`src/rtl/regfile_pkg.sv`:
```
// Shared constants for the register-file write path: requester indices
// and default address/data widths.
package regfile_pkg;

  // Requester indices into the req/gnt vectors.
  localparam int REQ_ALU  = 0;
  localparam int REQ_MEM  = 1;
  localparam int REQ_LINK = 2;

  // Default geometry of the register file and its write port.
  localparam int DEF_NREQ = 3;
  localparam int DEF_AW   = 4;
  localparam int DEF_DW   = 16;

endpackage : regfile_pkg

```
`src/rtl/regfile_write_arbiter_if.sv`:
```
// Bus between the write requesters and the register-file write arbiter.
//
// Handshake: req[i] is a level request carrying req_addr/req_data slice i.
// The arbiter answers with gnt[i], a one-cycle pulse registered on the edge
// after selection, together with wr_addr/wr_data.
// A requester that keeps req[i] high after its pulse is treated as a brand-new
// request. It is not eligible in the cycle its own gnt[i] is high.
// While stall is high no selection is made and requests simply wait.
interface regfile_write_arbiter_if
  import regfile_pkg::*;
#(
  parameter int NREQ = DEF_NREQ,
  parameter int AW   = DEF_AW,
  parameter int DW   = DEF_DW
);

  logic                 stall;
  logic [NREQ-1:0]      req;
  logic [NREQ*AW-1:0]   req_addr;
  logic [NREQ*DW-1:0]   req_data;
  logic [NREQ-1:0]      gnt;
  logic                 wr_en;
  logic [AW-1:0]        wr_addr;
  logic [DW-1:0]        wr_data;
  logic [7:0]           wr_count;

  // Requester side: drives requests, observes grants and the write port.
  modport master (
    output stall, req, req_addr, req_data,
    input  gnt, wr_en, wr_addr, wr_data, wr_count
  );

  // Arbiter side.
  modport slave (
    input  stall, req, req_addr, req_data,
    output gnt, wr_en, wr_addr, wr_data, wr_count
  );

endinterface : regfile_write_arbiter_if

```
`src/rtl/rr_pick.sv`:
```
// Combinational round-robin search: scans the request vector upward from
// i_start with wrap-around and returns the first set bit as a one-hot winner.
module rr_pick #(
  parameter int N  = 3,
  parameter int IW = 2
) (
  input  logic [N-1:0]  i_req,
  input  logic [IW-1:0] i_start,
  output logic [N-1:0]  o_onehot,
  output logic          o_valid
);

  // One bit wider than an index so start+offset cannot overflow before wrap.
  logic [IW:0] w_idx;

  // Walk the N positions starting at i_start and keep only the first hit.
  always_comb begin
    o_onehot = '0;
    o_valid  = 1'b0;
    w_idx    = '0;
    for (int k = 0; k < N; k++) begin
      w_idx = {1'b0, i_start} + (IW+1)'(k);
      if (w_idx >= (IW+1)'(N)) begin
        w_idx = w_idx - (IW+1)'(N);
      end
      if (!o_valid && i_req[w_idx[IW-1:0]]) begin
        o_onehot[w_idx[IW-1:0]] = 1'b1;
        o_valid                 = 1'b1;
      end
    end
  end

endmodule : rr_pick

```
`src/rtl/regfile_write_arbiter.sv`:
```
// Round-robin arbiter that funnels several register-file write requesters
// onto a single registered write port. Writes to register 0 are granted
// (the requester sees its pulse) but never reach the register file.
module regfile_write_arbiter
  import regfile_pkg::*;
#(
  parameter int NREQ = DEF_NREQ,
  parameter int AW   = DEF_AW,
  parameter int DW   = DEF_DW
) (
  input  logic                    clk,
  input  logic                    reset,
  regfile_write_arbiter_if.slave  bus
);

  localparam int IW = (NREQ > 1) ? $clog2(NREQ) : 1;

  logic [NREQ-1:0] r_gnt;
  logic            r_wr_en;
  logic [AW-1:0]   r_wr_addr;
  logic [DW-1:0]   r_wr_data;
  logic [7:0]      r_wr_count;
  logic [IW-1:0]   r_last;

  logic [NREQ-1:0] w_elig;
  logic [IW-1:0]   w_start;
  logic [NREQ-1:0] w_pick_oh;
  logic            w_pick_vld;
  logic [IW-1:0]   w_pick_idx;
  logic [AW-1:0]   w_pick_addr;
  logic [DW-1:0]   w_pick_data;
  logic            w_grant;
  logic            w_wr_en_next;

  // A requester currently holding its grant pulse sits out this round.
  assign w_elig  = bus.req & ~r_gnt;
  assign w_start = (r_last == IW'(NREQ-1)) ? '0 : r_last + 1'b1;

  rr_pick #(
    .N  (NREQ),
    .IW (IW)
  ) u_rr_pick (
    .i_req    (w_elig),
    .i_start  (w_start),
    .o_onehot (w_pick_oh),
    .o_valid  (w_pick_vld)
  );

  // Decode the one-hot winner into an index and route its address/data.
  always_comb begin
    w_pick_idx  = '0;
    w_pick_addr = '0;
    w_pick_data = '0;
    for (int i = 0; i < NREQ; i++) begin
      if (w_pick_oh[i]) begin
        w_pick_idx  = IW'(i);
        w_pick_addr = bus.req_addr[i*AW +: AW];
        w_pick_data = bus.req_data[i*DW +: DW];
      end
    end
  end

  assign w_grant      = w_pick_vld & ~bus.stall;
  // Register 0 is hard-wired: its writes are acknowledged but dropped here.
  assign w_wr_en_next = w_grant & (w_pick_addr != '0);

  // Register the grant, the write port and the rotating priority pointer.
  always_ff @(posedge clk) begin
    if (reset) begin
      r_gnt      <= '0;
      r_wr_en    <= 1'b0;
      r_wr_addr  <= '0;
      r_wr_data  <= '0;
      r_wr_count <= '0;
      r_last     <= IW'(NREQ-1);
    end else begin
      r_gnt      <= w_grant ? w_pick_oh : '0;
      r_wr_en    <= w_wr_en_next;
      r_wr_count <= r_wr_count + 8'(w_wr_en_next);
      if (w_grant) begin
        r_wr_addr <= w_pick_addr;
        r_wr_data <= w_pick_data;
        r_last    <= w_pick_idx;
      end
    end
  end

  assign bus.gnt      = r_gnt;
  assign bus.wr_en    = r_wr_en;
  assign bus.wr_addr  = r_wr_addr;
  assign bus.wr_data  = r_wr_data;
  assign bus.wr_count = r_wr_count;

endmodule : regfile_write_arbiter

```
`src/flat_wrapper.sv`:
```
// flat-port wrapper written by rule: the top's interface ports become plain ports
module regfile_write_arbiter_flat import regfile_pkg::*;
#(
  parameter int NREQ = DEF_NREQ,
  parameter int AW   = DEF_AW,
  parameter int DW   = DEF_DW
)
  (clk, reset, bus_stall, bus_req, bus_req_addr, bus_req_data, bus_gnt, bus_wr_en, bus_wr_addr, bus_wr_data, bus_wr_count);
  regfile_write_arbiter_if #(.NREQ(NREQ), .AW(AW), .DW(DW)) bus_i ();
  input  logic clk;
  input  logic reset;
  input wire logic [$bits(bus_i.stall)-1:0] bus_stall;
  input wire logic [$bits(bus_i.req)-1:0] bus_req;
  input wire logic [$bits(bus_i.req_addr)-1:0] bus_req_addr;
  input wire logic [$bits(bus_i.req_data)-1:0] bus_req_data;
  output wire logic [$bits(bus_i.gnt)-1:0] bus_gnt;
  output wire logic [$bits(bus_i.wr_en)-1:0] bus_wr_en;
  output wire logic [$bits(bus_i.wr_addr)-1:0] bus_wr_addr;
  output wire logic [$bits(bus_i.wr_data)-1:0] bus_wr_data;
  output wire logic [$bits(bus_i.wr_count)-1:0] bus_wr_count;
  assign bus_i.stall = bus_stall;
  assign bus_i.req = bus_req;
  assign bus_i.req_addr = bus_req_addr;
  assign bus_i.req_data = bus_req_data;
  assign bus_gnt = bus_i.gnt;
  assign bus_wr_en = bus_i.wr_en;
  assign bus_wr_addr = bus_i.wr_addr;
  assign bus_wr_data = bus_i.wr_data;
  assign bus_wr_count = bus_i.wr_count;
  regfile_write_arbiter #(.NREQ(NREQ), .AW(AW), .DW(DW)) u_core (.clk(clk), .reset(reset), .bus(bus_i));
endmodule
```
`config.mk`:
```
export PLATFORM = sky130hd
export DESIGN_NAME = regfile_write_arbiter_flat
export DESIGN_NICKNAME = d
export VERILOG_FILES = /design/src/rtl/regfile_pkg.sv /design/src/rtl/regfile_write_arbiter_if.sv /design/src/rtl/rr_pick.sv /design/src/rtl/regfile_write_arbiter.sv /design/src/flat_wrapper.sv
export SDC_FILE = /design/constraint.sdc
export NUM_CORES = 1
export LEC_CHECK = 0
export CAP_MARGIN = 20
export CORE_MARGIN = 3
export CORE_UTILIZATION = 37
export CTS_BUF_LIST = sky130_fd_sc_hd__clkbuf_8
export CTS_CLUSTER_DIAMETER = 60
export DETAILED_ROUTE_END_ITERATION = 10
export HOLD_SLACK_MARGIN = 0.1
export PLACE_DENSITY_LB_ADDON = 0.3
export SLEW_MARGIN = 0
export SYNTH_ARGS = -nofsm -noshare
export SYNTH_HDL_FRONTEND = slang
export SYNTH_SLANG_ARGS = --single-unit
```
`constraint.sdc`:
```
create_clock -name clk -period 2.96 [get_ports clk]
set_input_delay 0.592 -clock clk [delete_from_list [all_inputs] [get_ports clk]]
set_output_delay 0.592 -clock clk [all_outputs]
set_load 0.1 [all_outputs]
```
==> results.json, run 1 <==
{
  "status": "finished, violations left",
  "violations": "negative setup slack",
  "dpl.hpwl_um": 4700,
  "diodes": 0,
  "power_leakage_uw": 0.00137,
  "maxCapViolCount": 0,
  "cts_made_buffers": 5,
  "grt_start_max_net_pins": 19,
  "core-area_um2": 4850,
  "cp-end-kind": "register",
  "drt_drc_violations_left": 0,
  "rsz0062_at_grt": "true",
  "grt_pass1_vias": 2274,
  "fin_crit_sh": 1.07,
  "ys_ff_latch": 34,
  "io_pins": 98,
  "setup-violations-final": 8,
  "die_x_um": 77.7,
  "htree_levels": 2,
  "vias": 2275,
  "nets": 418,
  "synth_cells": 217,
  "yosysTopAreaCell": "dfxtp_1",
  "cts.clk_slew.worst_paths_ns": 0.07,
  "setup-tns-final_ns": -1.01,
  "synth.area.top_cells": "dfxtp_1 (36%), a221o_1 (8.4%), o211ai_1 (6.7%)",
  "chipHeight_um": 77.7,
  "finClkSkew_ns": 0.00454,
  "ir_drop_mv": 0.275,
  "hold_viol_final": 0,
  "grt.overflow.total": 0,
  "avgRoutedWirePerCell_um": 16.6,
  "p_sw_frac": 0.444,
  "crit_type": "register to register",
  "port_buffers": 97,
  "dr.pass1.iters": 4,
  "clock_latency_ns": 0.29,
  "fmax_mhz": 316,
  "maxSlewViolCount": 0,
  "area_growth_pct": 79.2,
  "synth-edff-count": 0,
  "worst_pin_slew_ns": 0.732,
  "rows": 25,
  "min_period_ns": 3.16,
  "clock-root-buffer": "clkbuf_8",
  "grt_pass1_wl_um": 10700,
  "synth_flop_cell": "dfxtp_1",
  "p_per_area_nw_per_um2": 612,
  "start_util": 0.393,
  "design.die.area_um2": 6040,
  "critPathLaunchType": "register",
  "synth_top_area_share": 0.357,
  "syn-cell-area_um2": 1900,
  "ant_nets": 0,
  "fin_total_pwr_uw": 2090,
  "cp_max_fo": 6,
  "grt_use_total": 0.223,
  "routed_via_density": 5.46,
  "clkSinkCount": 34,
  "fin_ws_ns": -0.200,
  "place_congestion": 0.874,
  "synth.distinct_cells": 47,
  "drive_above_1_share": 0.360,
  "synth_warnings": 0,
  "power_frac_seq": 0.261,
  "cts.path.max_buffers": 2,
  "drtIter0Drc": 188,
  "min_path_type": "register to register",
  "antenna_found_initial": 0,
  "cp.required_ns": 3.15,
  "switchingPower_uw": 928,
  "hold_ws_ns": 0.452,
  "worstPathArrival_ns": 3.35,
  "wl_um": 6940,
  "synth_seq_area_share": 0.357,
  "cts_tree": "built",
  "synth_nets": 286,
  "synth.avg_cell_area_um2": 8.78,
  "internal-power_uw": 1160,
  "slew_headroom": 0.511,
  "ctsHoldBuffers": 0,
  "power_frac_clock": 0.164,
  "combinationalPowerShare": 0.575,
  "synth-async-reset-ratio": 0
}
==> cells by family (layout without fill, tap and decap cells) <==
| family | count (synthesis) | in the layout | synth area share |
|---|---|---|---|
| adder cells (fa/ha/maj) | 3 | 3 | 0.0197 |
| XOR/XNOR | 6 | 6 | 0.0276 |
| AND/OR/NAND/NOR | 76 | 76 | 0.196 |
| AO/OA/AOI/OAI | 77 | 77 | 0.323 |
| buffers and inverters | 20 | 153 | 0.0710 |
| multiplexers | 1 | 1 | 0.00526 |
| flip-flops | 34 | 34 | 0.357 |
==> what timing repair did <==
item                                    4_1_cts  5_1_grt
endpoints found under the setup margin        8        8
endpoints found under the hold margin         0        0
buffers inserted                             14        2
resized for setup                            29        8
pin swaps                                    21       10
==> power groups by stage <==
stage	combinational, uW	sequential, uW	clock (uW)
2_1_floorplan	391	884	0
3_3_place_gp	1030	548	0
3_5_place_dp	1040	550	0
4_1_cts	1150	543	346
5_1_grt	1260	551	367
6_report	1200	545	342
==> layout make-up <==
type	count	area [um^2]
Clock buffer	5	68.8
Clock inverter	3	17.5
Fill cell	368	1440
Inverter	1	6.26
Multi-Input combinational cell	163	1280
Sequential cell	34	689
Tap cell	67	83.8
Timing Repair Buffer	144	1260
==> synthesized netlist by cell type, drive strengths merged (2+ instances only) <==
| cell | count |
|---|---|
| clkbuf | 8 |
| nor2b | 5 |
| buf | 11 |
| nand2b | 3 |
| a22oi | 2 |
| o41a | 2 |
| a211o | 2 |
| o2bb2ai | 2 |
| xnor2 | 2 |
| a31oi | 2 |
| and3 | 3 |
| nor2 | 20 |
| and2 | 2 |
| nor3 | 3 |
| xor2 | 4 |
| ha | 3 |
| nand3 | 8 |
| a221o | 16 |
| a211oi | 4 |
| o211ai | 17 |
| o31ai | 2 |
| a21oi | 21 |
| a21o | 2 |
| dfxtp | 34 |
| nand2 | 24 |
==> through the flow <==
| stage | utilization | std cells | instance area (um^2) | setup WS (ns) |
|---|---|---|---|---|
| 6_report | 0.704 | 417 | 3410 | -0.200 |
| 4_1_cts | 0.691 | 415 | 3350 | -0.107 |
| 3_3_place_gp | 0.629 | 394 | 3050 | -0.581 |
| 5_1_grt | 0.704 | 417 | 3410 | -0.298 |
| 3_5_place_dp | 0.629 | 394 | 3050 | -0.636 |
| 2_1_floorplan | - | 217 | 1960 | -0.121 |
==> cell usage in the layout (no fill, tap or decap), drive strengths merged, types with 2 or more instances in the layout <==
master         instances
a21o                   2
o211ai                17
o41a                   2
nor2b                  5
dlygate4sd2            3
nand3                  8
o2bb2ai                2
and3                   3
o31ai                  2
dfxtp                 34
nor2                  20
inv                    2
xnor2                  2
a21oi                 21
nor3                   3
ha                     3
nand2b                 3
buf                   79
nand2                 24
a221o                 16
xor2                   4
and2                   2
clkdlybuf4s50         62
clkbuf                 5
a211o                  2
a22oi                  2
a211oi                 4
a31oi                  2
clkinv                 2
==> state kept, by name, indices dropped and copies added (netlist names) <==
name,cells
u_core.bus.wr_data,16
u_core.bus.wr_addr,4
u_core.bus.wr_en,1
u_core.bus.gnt,3
u_core.r_last,2
u_core.bus.wr_count,8
==> layer usage <==
layer / global-route usage / share of wire
met3: 0.0812 / 0.10
met5: 0 / 0
met2: 0.390 / 0.48
met1: 0.250 / 0.40
met4: 0.0694 / 0.023
==> critical path: stages, from the launching register on <==
cell and delay (ns):
dfxtp_4 0.37, nor2_4 0.12, inv_4 0.05, ha_4 0.24
and3b_1 0.20, o221ai_1 0.16, and3_4 0.24, a211oi_4 0.05
buf_6 0.14, a211oi_4 0.24, nor2_2 0.09, o41a_1 0.46
ha_4 0.19, and3_4 0.19, buf_4 0.15, xnor2_2 0.12
nor2_1 0.05
==> final timing paths <==
kind                               from                      to  slack (ns)  cells past startpoint
setup / recovery       u_core.r_last[0]  u_core.bus.wr_count[3]       -0.20                     16
hold / removal    u_core.bus.wr_data[0]   u_core.bus.wr_data[0]        0.45                      2
setup reg to reg       u_core.r_last[0]  u_core.bus.wr_count[3]       -0.20                     16
hold reg to reg   u_core.bus.wr_data[0]   u_core.bus.wr_data[0]        0.45                      2
Power figures use the tool's default switching activity.
==> run 2: changes to the inputs <==
CTS_CLUSTER_SIZE = 16   (was unset)
MAX_ROUTING_LAYER = met4   (was unset)
==> run 2 against run 1 <==
The flow still finishes with violations (negative setup slack). Sequential share of layout area did not move. Total power decreased by 0.34%. Core utilization stayed put. Largest power group unchanged. Highest routed layer unchanged.
==> results.json, run 2 (synthesis gave the netlist of run 1 again) <==
{
  "cts.path.max_buffers": 2,
  "grt_pass1_vias": 2273,
  "fin_util": 0.704,
  "fin_crit_sh": 1.06,
  "grt_start_max_net_pins": 19,
  "die_x_um": 77.7,
  "grt_pass1_wl_um": 10700,
  "clkSinkCount": 34,
  "rsz0062_at_grt": "true",
  "grt.overflow.total": 0,
  "p_per_area_nw_per_um2": 610,
  "setup-violations-final": 8,
  "design.die.area_um2": 6040,
  "core-area_um2": 4850,
  "power_leakage_uw": 0.00137,
  "crit_slowest_cell": "o41a_1",
  "critPathLaunchType": "register",
  "htree_levels": 2,
  "worstPathArrival_ns": 3.33,
  "drive_above_1_share": 0.360,
  "ant_nets": 0,
  "min_period_ns": 3.14,
  "maxCapViolCount": 0,
  "drt_drc_violations_left": 0,
  "cts_made_buffers": 5,
  "fmax_mhz": 318,
  "fin_ws_ns": -0.181,
  "final_cell_mix": "buf_4 (73), clkdlybuf4s50_1 (62), dfxtp_1 (29), nand2_1 (24), a21oi_1 (20)",
  "setup-tns-final_ns": -0.850,
  "fill_cells": 368,
  "nets": 418,
  "hold_start": "u_core.bus.wr_data[0]",
  "port_buffers": 97,
  "place_congestion": 0.888,
  "crit_family": "compound AO/OA/AOI/OAI gates",
  "crit_type": "register to register",
  "finClkSkew_ns": 0.00527,
  "ir_drop_mv": 0.275,
  "vias": 2258,
  "crit_buf_inv": 3,
  "hold_viol_final": 0,
  "clock-root-buffer": "clkbuf_8",
  "violations": "negative setup slack",
  "dpl.hpwl_um": 4700,
  "chipHeight_um": 77.7,
  "min_path_type": "register to register",
  "clock_latency_ns": 0.29,
  "cp.required_ns": 3.15,
  "io_pins": 98,
  "area_growth_pct": 79.2,
  "ctsHoldBuffers": 0,
  "slowest_delay_ns": 0.46,
  "grt_use_total": 0.229,
  "timing.rr.start": "u_core.r_last[0]",
  "wl_um": 6830,
  "cts_tree": "built",
  "finalInstanceArea_um2": 3410,
  "cp_max_fo": 6,
  "drtIter0Drc": 168,
  "routed_via_density": 5.41,
  "placed_area_um2": 3050,
  "status": "finished, violations left",
  "start_util": 0.393,
  "avgRoutedWirePerCell_um": 16.4,
  "path_cells": "nor2_4 > inv_4 > ha_4 > and3b_1 > o221ai_1 > and3_4 > a211oi_4 > buf_6 > a211oi_4 > nor2_2 > o41a_1 > ha_4 > and3_4 > buf_4 > xnor2_2 > nor2_1",
  "worst_pin_slew_ns": 0.698,
  "dr.pass1.iters": 4,
  "cp-end-kind": "register",
  "antenna_found_initial": 0,
  "slew_headroom": 0.533,
  "diodes": 0,
  "largest_reg_flops": 16,
  "rows": 25,
  "maxSlewViolCount": 0,
  "critPathLaunch": "u_core.r_last[0]",
  "cts.clk_slew.worst_paths_ns": 0.07,
  "rrSetupSlack_ns": -0.18,
  "final_common_cell": "buf_4"
}
-- run 2: layout make-up --
class	instances	area, um^2	share of cell area
clock buffer	5	68.8	0.0202
timing repair buffer	144	1260	0.370
multi-input combinational	163	1280	0.376
tap	67	83.8	0.0246
sequential	34	689	0.202
inverter	1	6.26	0.00183
clock inverter	3	17.5	0.00513
-- run 2: repair_timing --
| item | CTS | global route |
|---|---|---|
| gates resized for setup | 29 | 8 |
| pin swaps | 21 | 10 |
| endpoints found under the setup margin | 8 | 8 |
| setup buffers | 14 | 2 |
-- run 2: report_power, final --
group / switching (uW) / internal (uW) / total (uW)
clock: 178 / 162 / 341
combinational: 707 / 488 / 1190
sequential: 35.5 / 509 / 545
total: 921 / 1160 / 2080
-- run 2: worst register-to-register path, cell delays in order, from the launching register on --
cell and delay [ns]:
dfxtp_4 0.37, nor2_4 0.12, inv_4 0.05, ha_4 0.24
and3b_1 0.20, o221ai_1 0.15, and3_4 0.23, a211oi_4 0.05
buf_6 0.14, a211oi_4 0.24, nor2_2 0.09, o41a_1 0.46
ha_4 0.19, and3_4 0.19, buf_4 0.15, xnor2_2 0.12
nor2_1 0.05
-- run 2: metal layers --
metal	up-vias	part of all wire	global-route usage
met2	110	0.50	0.390
met5	-	0	-
met3	11	0.083	0.0638
met4	0	0.016	0.0694
met1	1055	0.40	0.260
li1	1082	-	-
-- run 2: stage by stage --
step,hold WS (ns),power (uW),worst slack (ns),std cells
after global routing,0.467,2180,-0.297,417
final,0.452,2080,-0.181,417
after floorplan,0.533,1280,-0.121,217
after global placement,0.439,1580,-0.581,394
after CTS,0.456,2040,-0.107,415
after detailed placement,0.446,1590,-0.636,394
-- run 2: worst paths after layout --
kind / end / cells past startpoint
max: u_core.bus.wr_count[3] / 16
min: u_core.bus.wr_data[0] / 2
max reg2reg: u_core.bus.wr_count[3] / 16
min reg2reg: u_core.bus.wr_data[0] / 2
